$ cat src/rtl/turing_machine_prog_if.sv
// turing_machine_prog_if: host-side control, rule-load and status bundle for the programmable Turing machine
interface turing_machine_prog_if #(
    parameter int TAPE_W  = 8,
    parameter int NSTATES = 4,
    parameter int STEP_W  = 8
);
    localparam int HW = $clog2(TAPE_W);
    localparam int SW = $clog2(NSTATES);
    logic              start;
    logic [TAPE_W-1:0] tape_in;
    logic [HW-1:0]     head_init;
    logic              rule_we;
    logic [SW:0]       rule_addr;
    logic [SW+2:0]     rule_data;
    logic              busy;
    logic              done;
    logic              halted;
    logic              timeout;
    logic              fault;
    logic [TAPE_W-1:0] tape_out;
    logic [HW-1:0]     head_pos;
    logic [SW-1:0]     tm_state;
    logic [STEP_W-1:0] step_count;
    modport master (
        output start, tape_in, head_init, rule_we, rule_addr, rule_data,
        input  busy, done, halted, timeout, fault, tape_out, head_pos, tm_state, step_count
    );
    modport slave (
        input  start, tape_in, head_init, rule_we, rule_addr, rule_data,
        output busy, done, halted, timeout, fault, tape_out, head_pos, tm_state, step_count
    );
endinterface

$ cat src/rtl/turing_machine_prog.sv
// turing_machine_prog: single-tape binary Turing machine with a run-time programmable rule table,
// stopping on a halt rule, the head leaving the tape, or a step-limit timeout
module turing_machine_prog #(
    parameter int TAPE_W    = 8,
    parameter int NSTATES   = 4,
    parameter int STEP_W    = 8,
    parameter int MAX_STEPS = 200
) (
    input logic clk,
    input logic reset,
    turing_machine_prog_if.slave bus
);
    localparam int HW = $clog2(TAPE_W);
    localparam int SW = $clog2(NSTATES);
    localparam int RW = SW + 3;
    localparam int NE = 2 * NSTATES;

    typedef enum logic [1:0] {IDLE, RUN, DONE} fsm_t;

    fsm_t              fsm, fsm_nx;
    logic [RW-1:0]     rules [NE];
    logic [TAPE_W-1:0] tape, tape_nx;
    logic [HW-1:0]     head, head_nx;
    logic [SW-1:0]     st, st_nx;
    logic [STEP_W-1:0] cnt, cnt_nx;
    logic              halted, halted_nx, timeout, timeout_nx, fault, fault_nx;
    logic [RW-1:0]     r;
    logic              off_edge;

    // rule layout: {next_state, write_bit, move, halt}
    assign r = rules[{st, tape[head]}];

    always_comb begin
        fsm_nx     = fsm;
        tape_nx    = tape;
        head_nx    = head;
        st_nx      = st;
        cnt_nx     = cnt;
        halted_nx  = halted;
        timeout_nx = timeout;
        fault_nx   = fault;
        off_edge   = 1'b0;
        if (fsm != RUN && bus.start) begin
            tape_nx    = bus.tape_in;
            head_nx    = bus.head_init;
            st_nx      = '0;
            cnt_nx     = '0;
            halted_nx  = 1'b0;
            timeout_nx = 1'b0;
            fault_nx   = 1'b0;
            fsm_nx     = RUN;
        end else if (fsm == RUN) begin
            if (r[0]) begin
                halted_nx = 1'b1;
                fsm_nx    = DONE;
            end else begin
                tape_nx[head] = r[2];
                st_nx         = r[RW-1:3];
                cnt_nx        = cnt + 1'b1;
                off_edge      = r[1] ? (head == HW'(TAPE_W - 1)) : (head == '0);
                head_nx       = off_edge ? head : (r[1] ? head + 1'b1 : head - 1'b1);
                fault_nx      = off_edge;
                fsm_nx        = off_edge ? DONE : fsm;
                // a fault on the limiting step reports both causes
                if (cnt_nx == STEP_W'(MAX_STEPS)) begin
                    timeout_nx = 1'b1;
                    fsm_nx     = DONE;
                end
            end
        end
    end

    always_ff @(posedge clk) begin
        if (reset) begin
            fsm     <= IDLE;
            tape    <= '0;
            head    <= '0;
            st      <= '0;
            cnt     <= '0;
            halted  <= 1'b0;
            timeout <= 1'b0;
            fault   <= 1'b0;
            for (int i = 0; i < NE; i++) rules[i] <= RW'(1);
        end else begin
            fsm     <= fsm_nx;
            tape    <= tape_nx;
            head    <= head_nx;
            st      <= st_nx;
            cnt     <= cnt_nx;
            halted  <= halted_nx;
            timeout <= timeout_nx;
            fault   <= fault_nx;
            if (bus.rule_we && fsm != RUN) rules[bus.rule_addr] <= bus.rule_data;
        end
    end

    assign bus.busy       = fsm == RUN;
    assign bus.done       = fsm == DONE;
    assign bus.halted     = halted;
    assign bus.timeout    = timeout;
    assign bus.fault      = fault;
    assign bus.tape_out   = tape;
    assign bus.head_pos   = head;
    assign bus.tm_state   = st;
    assign bus.step_count = cnt;
endmodule

$ cat src/flat_wrapper.sv
// flat-port wrapper written by rule: the top's interface ports become plain ports
module turing_machine_prog_flat 
#(
    parameter int TAPE_W    = 8,
    parameter int NSTATES   = 4,
    parameter int STEP_W    = 8,
    parameter int MAX_STEPS = 200
)
  (clk, reset, bus_start, bus_tape_in, bus_head_init, bus_rule_we, bus_rule_addr, bus_rule_data, bus_busy, bus_done, bus_halted, bus_timeout, bus_fault, bus_tape_out, bus_head_pos, bus_tm_state, bus_step_count);
  turing_machine_prog_if #(.TAPE_W(TAPE_W), .NSTATES(NSTATES), .STEP_W(STEP_W)) bus_i ();
  input logic clk;
  input logic reset;
  input wire logic [$bits(bus_i.start)-1:0] bus_start;
  input wire logic [$bits(bus_i.tape_in)-1:0] bus_tape_in;
  input wire logic [$bits(bus_i.head_init)-1:0] bus_head_init;
  input wire logic [$bits(bus_i.rule_we)-1:0] bus_rule_we;
  input wire logic [$bits(bus_i.rule_addr)-1:0] bus_rule_addr;
  input wire logic [$bits(bus_i.rule_data)-1:0] bus_rule_data;
  output wire logic [$bits(bus_i.busy)-1:0] bus_busy;
  output wire logic [$bits(bus_i.done)-1:0] bus_done;
  output wire logic [$bits(bus_i.halted)-1:0] bus_halted;
  output wire logic [$bits(bus_i.timeout)-1:0] bus_timeout;
  output wire logic [$bits(bus_i.fault)-1:0] bus_fault;
  output wire logic [$bits(bus_i.tape_out)-1:0] bus_tape_out;
  output wire logic [$bits(bus_i.head_pos)-1:0] bus_head_pos;
  output wire logic [$bits(bus_i.tm_state)-1:0] bus_tm_state;
  output wire logic [$bits(bus_i.step_count)-1:0] bus_step_count;
  assign bus_i.start = bus_start;
  assign bus_i.tape_in = bus_tape_in;
  assign bus_i.head_init = bus_head_init;
  assign bus_i.rule_we = bus_rule_we;
  assign bus_i.rule_addr = bus_rule_addr;
  assign bus_i.rule_data = bus_rule_data;
  assign bus_busy = bus_i.busy;
  assign bus_done = bus_i.done;
  assign bus_halted = bus_i.halted;
  assign bus_timeout = bus_i.timeout;
  assign bus_fault = bus_i.fault;
  assign bus_tape_out = bus_i.tape_out;
  assign bus_head_pos = bus_i.head_pos;
  assign bus_tm_state = bus_i.tm_state;
  assign bus_step_count = bus_i.step_count;
  turing_machine_prog #(.TAPE_W(TAPE_W), .NSTATES(NSTATES), .STEP_W(STEP_W), .MAX_STEPS(MAX_STEPS)) u_core (.clk(clk), .reset(reset), .bus(bus_i));
endmodule
$ cat config.mk
export PLATFORM = sky130hd
export DESIGN_NAME = turing_machine_prog_flat
export DESIGN_NICKNAME = d
export VERILOG_FILES = /design/src/rtl/turing_machine_prog_if.sv /design/src/rtl/turing_machine_prog.sv /design/src/flat_wrapper.sv
export SDC_FILE = /design/constraint.sdc
export NUM_CORES = 1
export LEC_CHECK = 0
export BUFFER_PORTS_ARGS = -buffer_cell sky130_fd_sc_hd__buf_2
export CELL_PAD_IN_SITES_DETAIL_PLACEMENT = 0
export CELL_PAD_IN_SITES_GLOBAL_PLACEMENT = 1
export CORE_ASPECT_RATIO = 1.75
export CORE_MARGIN = 2
export CORE_UTILIZATION = 42
export DETAILED_ROUTE_END_ITERATION = 8
export MAX_ROUTING_LAYER = met4
export PLACE_DENSITY = 0.79
export SLEW_MARGIN = 15
export SYNTH_ARGS = -nofsm -noshare
export SYNTH_HDL_FRONTEND = slang
export SYNTH_SLANG_ARGS = --single-unit
export TNS_END_PERCENT = 1
$ cat constraint.sdc
create_clock -name clk -period 4.1 [get_ports clk]
set_input_delay 0.205 -clock clk [delete_from_list [all_inputs] [get_ports clk]]
set_output_delay 0.205 -clock clk [all_outputs]
set_load 0.02 [all_outputs]
### After elaboration in Yosys (flattened, before gate mapping)

Memory sizes are Yosys's and may differ from the RTL's.
Cells that the tools add are included.

| cells by class | value |
|---|---|
| equality and inequality tests | 7 |
| muxes and demuxes | 27 |
| bitwise logic cells | 1 |
| magnitude comparators | 2 |
| add/sub/neg operators | 3 |
| reductions and logical operators | 16 |

Operator list:

| kind | number |
|---|---|
| $mux W8 | 3 |
| $mux W3 | 6 |
| $mux W1 | 11 |
| $reduce_and A2 Y1 | 5 |
| $add A8 B1 Y8 const B | 1 |
| $bwmux W8 | 1 |
| $eq A8 B8 Y1 const B | 1 |
| $mux W2 | 3 |
| $reduce_and A3 Y1 | 2 |
| $mux W5 | 1 |
| $reduce_or A5 Y1 | 1 |
| $lt A3 B4 Y1 const B | 1 |
| $ne A2 B1 Y1 const B | 2 |
| $reduce_bool A4 Y1 | 1 |
| $add A3 B1 Y3 const B | 1 |
| $bmux W1 S3 | 1 |
| $demux W1 S3 | 1 |
| $eq A3 B3 Y1 const B | 1 |
| $ge A3 B1 Y1 const B | 1 |
| $logic_and A1 B1 Y1 | 3 |
| $logic_not A3 Y1 | 1 |
| $reduce_bool A3 Y1 | 1 |
| $sub A3 B1 Y3 const B | 1 |
| $eq A2 B1 Y1 const B | 1 |
| other kinds (5) | 5 |

| storage, ports and cells | value |
|---|---|
| memories kept | 1 |
| register bits after elaboration | 26 |
| output and inout port bits | 26 |
| RAM bits | 40 |
| input port bits | 23 |
| logic and storage cells | 66 |

Memory list:

| memory | depth | width | read ports | clocked after memory_dff | wr ports | line | text |
|---|---|---|---|---|---|---|---|
| u_core.rules | 8 | 5 | 1 | 0 | 8 | turing_machine_prog.sv:21 | `logic [RW-1:0] rules [NE];` |

### Logic depth before layout (Yosys ltp)

An unclocked memory read counts as a cell.

| depth | value |
|---|---|
| depth in word-level cells | 9 |
| mapped depth | 11 |
| depth with buffers taken out | 10 |

### Least setup slack after synthesis

Ideal clock, no wire load.

| timing path | value |
|---|---|
| path type | register to register |
| start point | reg u_core.head[1], in the netlist u_core.bus.head_pos[1] |
| end point | reg u_core.head[2], in the netlist u_core.bus.head_pos[2] |
| setup time | 131 ps |
| arrival time | 2950 ps |
| cell stages (with the launch flop) | 12 |
| setup slack | 1019 ps |
| period minus slack after synthesis | 3081 ps |
| cell sequence | dfxtp_1 buf_6 mux2i_1 o21ai_2 nand2_1 nand2_4 a2111oi_2 nor4_4 fa_1 or4_1 a21boi_0 nor4_1 |

| on the way | value |
|---|---|
| cells in the longest elaborated chain, start to end | 8 |
| elaborated cells on any way between the ends | 16 |

Ends and longest elaborated chain:

| item | line | text |
|---|---|---|
| start, declared | turing_machine_prog.sv:23 | `logic [HW-1:0] head, head_nx;` |
| start signal, assigned | turing_machine_prog.sv:87 | `head <= head_nx;` |
| $bmux W1 S3 | turing_machine_prog.sv:31 | `assign r = rules[{st, tape[head]}];` |
| $mux W1 (implied by the code) | turing_machine_prog.sv:31 |  |
| $mem_v2 Z8 W5 | n/a |  |
| $mux W3 (2 in series) | turing_machine_prog.sv:61 | `head_nx = off_edge ? head : (r[1] ? head + 1'b1 : head - 1'b1);` |
| $mux W3 | turing_machine_prog.sv:53 | `if (r[0]) begin` |
| $mux W3 | turing_machine_prog.sv:52 | `end else if (fsm == RUN) begin` |
| $mux W3 | turing_machine_prog.sv:43 | `if (fsm != RUN && bus.start) begin` |

Several ways; a longest one is shown, not always the timed one. The select of a mux whose other input is x is not followed.
A chain may end at the register's enable or synchronous reset.

### Worst setup path in the final report

Same ends and word-level chain as after synthesis.

==> impl_metrics.env <==
export IMPL_outcome="completed"
export IMPL_arrival_ps=3620
export IMPL_ys_warn_count=0
export IMPL_worst_slew_pin_slew_ps=865
export IMPL_port_buffers=48
export IMPL_worstSetupPathType="reg2reg"
export IMPL_worstSkewPairLatency_ps=330
export IMPL_grt_overflow=0
export IMPL_power_density_mw_per_mm2=446
export IMPL_final_util=0.504
export IMPL_path_clk_slew_ps=50
export IMPL_dr_pass1_iters=4
export IMPL_num_antenna_cells=0
export IMPL_synth_cells=309
export IMPL_hold_viol=0
export IMPL_design_core_area_mm2=0.00786
export IMPL_clockBufferDepth=2
export IMPL_p_clk_frac=0.411
export IMPL_synth_area_mm2=0.00338
export IMPL_fin_setup_tns_ps=0
export IMPL_wl_mm=8.10
export IMPL_rows=43
export IMPL_layout_setup_ws_ps=669
export IMPL_die_w_um=71.8
export IMPL_gr_usage_all_layers=0.200
export IMPL_ys_flop_type="edfxtp_1"
export IMPL_drc_errors=0
export IMPL_io_pins=49
export IMPL_pre_cts_ws_ps=717
export IMPL_grt_pass1_wl_mm=12.7
export IMPL_finClkSkew_ps=8.25
export IMPL_cts_tree="done"
export IMPL_cp_start_kind="register"
export IMPL_fmax_mhz=291
export IMPL_crit_path_max_fanout=13
export IMPL_syn_nets=335
export IMPL_cts_setup_buffers=0
export IMPL_htree_levels=3
export IMPL_hpwl_mm=6.03
export IMPL_ys_ff_latch=66
export IMPL_synth_edff_count=40
export IMPL_avgSynthCellArea_um2=10.9
export IMPL_leakage_nw=1.53
export IMPL_die_area_mm2=0.00882
export IMPL_rsz0062_at_grt="no"
export IMPL_async_reset_ff_frac=0
export IMPL_synth_distinct_cells=54
export IMPL_die_h_um=123
export IMPL_crit_required_ps=4290
export IMPL_start_util=0.431
export IMPL_antenna_found_initial=0
export IMPL_nNetsFinal=383
export IMPL_cts_resized=0
export IMPL_gp_congestion=0.767
export IMPL_areaGrowthSynthToFinish_pct=17.0
export IMPL_grt_start_max_net_pins=27
export IMPL_peakVddDrop_mv=0.226
export IMPL_hp_class="in2reg"
export IMPL_p_sw_mw=0.465
export IMPL_slew_viol_final=0
export IMPL_cts_root_buffer="clkbuf_16"
export IMPL_p_sw_frac=0.263
export IMPL_cts_sinks=66
export IMPL_grt_pass1_vias=2470
export IMPL_cap_viol_max_count=0
export IMPL_p_comb_frac=0.155
export IMPL_relSlewSlack=0.423
export IMPL_cts_buffers=9
export IMPL_setup_viol=0
export IMPL_post_route_period_util=0.837
export IMPL_detail_route_wl_per_cell_um=18.0
export IMPL_p_int_mw=1.30
export IMPL_via_count=2505
export IMPL_postRouteAntennaNets=0
export IMPL_seq_power_share=0.435
export IMPL_cts_hold_buffers=0
export IMPL_fin_crit_ps=3430
export IMPL_first_iter_violations=130
export IMPL_drive_gt1_frac=0.255
export IMPL_cp_end_kind="register"
export IMPL_drt_vias_per_instance=5.55
export IMPL_ys_seq_area_frac=0.509
critical path, cell delays in order (launching register included):
cell and delay (ps):
dfxtp_1 630, and2b_4 270, a211oi_4 180, o22a_4 220, nand2_4 130, a2111oi_2 500, nor4_4 140, fa_1 440
or4_1 530, a21boi_0 180, nor4_1 70
layout by cell type, fill, tap and decap left out, types with 2 or more instances in the layout:
master and n:
inv_1 4, edfxtp_1 40, buf_2 48, xnor2_1 3
or2_2 8, nor3_1 11, a32oi_1 2, nand2_1 23
nand4b_1 2, or4b_2 2, dfxtp_1 26, ha_1 2
a21oi_1 10, nand3_1 11, nor4_1 3, buf_4 2
or3_1 7, nor2_1 24, nand4_1 8, clkbuf_16 9
and3_1 2, and2_1 34, nand2b_1 6, mux2i_1 10
a21boi_0 2, clkinv_2 2, o211ai_1 5, o21ai_0 15
xor2_1 3, clkbuf_1 2, mux4_2 8
cell families after synthesis:
family                   Yosys count  share of synthesized area
flip-flops                        66                      0.509
multiplexers                      19                     0.0862
AO/OA/AOI/OAI                     46                     0.0962
XOR/XNOR                           6                     0.0155
AND/OR/NAND/NOR                  151                      0.253
buffers and inverters             18                     0.0274
adder cells (fa/ha/maj)            3                     0.0133
stage by stage:
step	hold WS [ps]	cell area (um2)	std cells	total power, mW
after floorplan	314	3380	309	0.973
after global placement	399	3680	436	1.05
after detailed placement	404	3680	436	1.05
after CTS	64.4	3960	451	1.78
after global routing	98.7	3960	451	1.83
final	75.0	3960	451	1.77
power by group through the flow:
| stage | clock network [mW] | registers [mW] | logic, mW |
|---|---|---|---|
| 2_1_floorplan | 0 | 0.777 | 0.195 |
| 3_3_place_gp | 0 | 0.779 | 0.268 |
| 3_5_place_dp | 0 | 0.780 | 0.273 |
| 4_1_cts | 0.740 | 0.767 | 0.275 |
| 5_1_grt | 0.766 | 0.771 | 0.297 |
| 6_report | 0.725 | 0.767 | 0.273 |
state kept, by name (all words and copies together) (netlist names):
register	cells
u_core.bus.fault	1
u_core.bus.halted	1
u_core.bus.head_pos	3
u_core.bus.timeout	1
u_core.bus.tm_state	2
u_core.rules	40
u_core.fsm	2
u_core.bus.tape_out	8
u_core.bus.step_count	8
cells in the mapped netlist (all sizes together), types with 8 or more instances:
| master | count | area (um2) |
|---|---|---|
| a21oi | 10 | 50.1 |
| and2 | 35 | 221 |
| dfxtp | 26 | 521 |
| edfxtp | 40 | 1200 |
| mux2i | 10 | 100 |
| mux4 | 8 | 180 |
| nand2 | 24 | 97.6 |
| nand3 | 11 | 55.1 |
| nand4 | 8 | 50.1 |
| nor2 | 24 | 90.1 |
| nor3 | 11 | 55.1 |
| o21ai | 17 | 88.8 |
| or2 | 8 | 50.1 |
layout make-up:
| cell class | instances | area, um2 |
|---|---|---|
| Clock buffer | 11 | 233 |
| Clock inverter | 4 | 43.8 |
| Fill cell | 735 | 3900 |
| Inverter | 5 | 23.8 |
| Multi-Input combinational cell | 225 | 1570 |
| Sequential cell | 66 | 1720 |
| Tap cell | 90 | 113 |
| Timing Repair Buffer | 50 | 255 |
routing by layer:
metal	wire, um	track usage	up-vias
li1	-	-	1243
met1	3150	0.199	1194
met2	4590	0.372	61
met3	237	0.0345	7
met4	117	0.0908	0
met5	0	-	-
path summary, 6_finish.rpt:
kind / from / to / slack (ps) / cells after the start
setup / recovery: u_core.bus.head_pos[1]$_SDFFE_PP0P_ / u_core.bus.head_pos[2]$_SDFFE_PP0P_ / 670 / 10
hold / removal: bus_tape_in[5] / u_core.bus.tape_out[5]$_SDFFE_PP0P_ / 70 / 3
setup reg to reg: u_core.bus.head_pos[1]$_SDFFE_PP0P_ / u_core.bus.head_pos[2]$_SDFFE_PP0P_ / 670 / 10
hold reg to reg: u_core.bus.halted$_SDFFE_PP0P_ / u_core.bus.halted$_SDFFE_PP0P_ / 470 / 2
No activity file was read; power rests on OpenSTA's default activity.
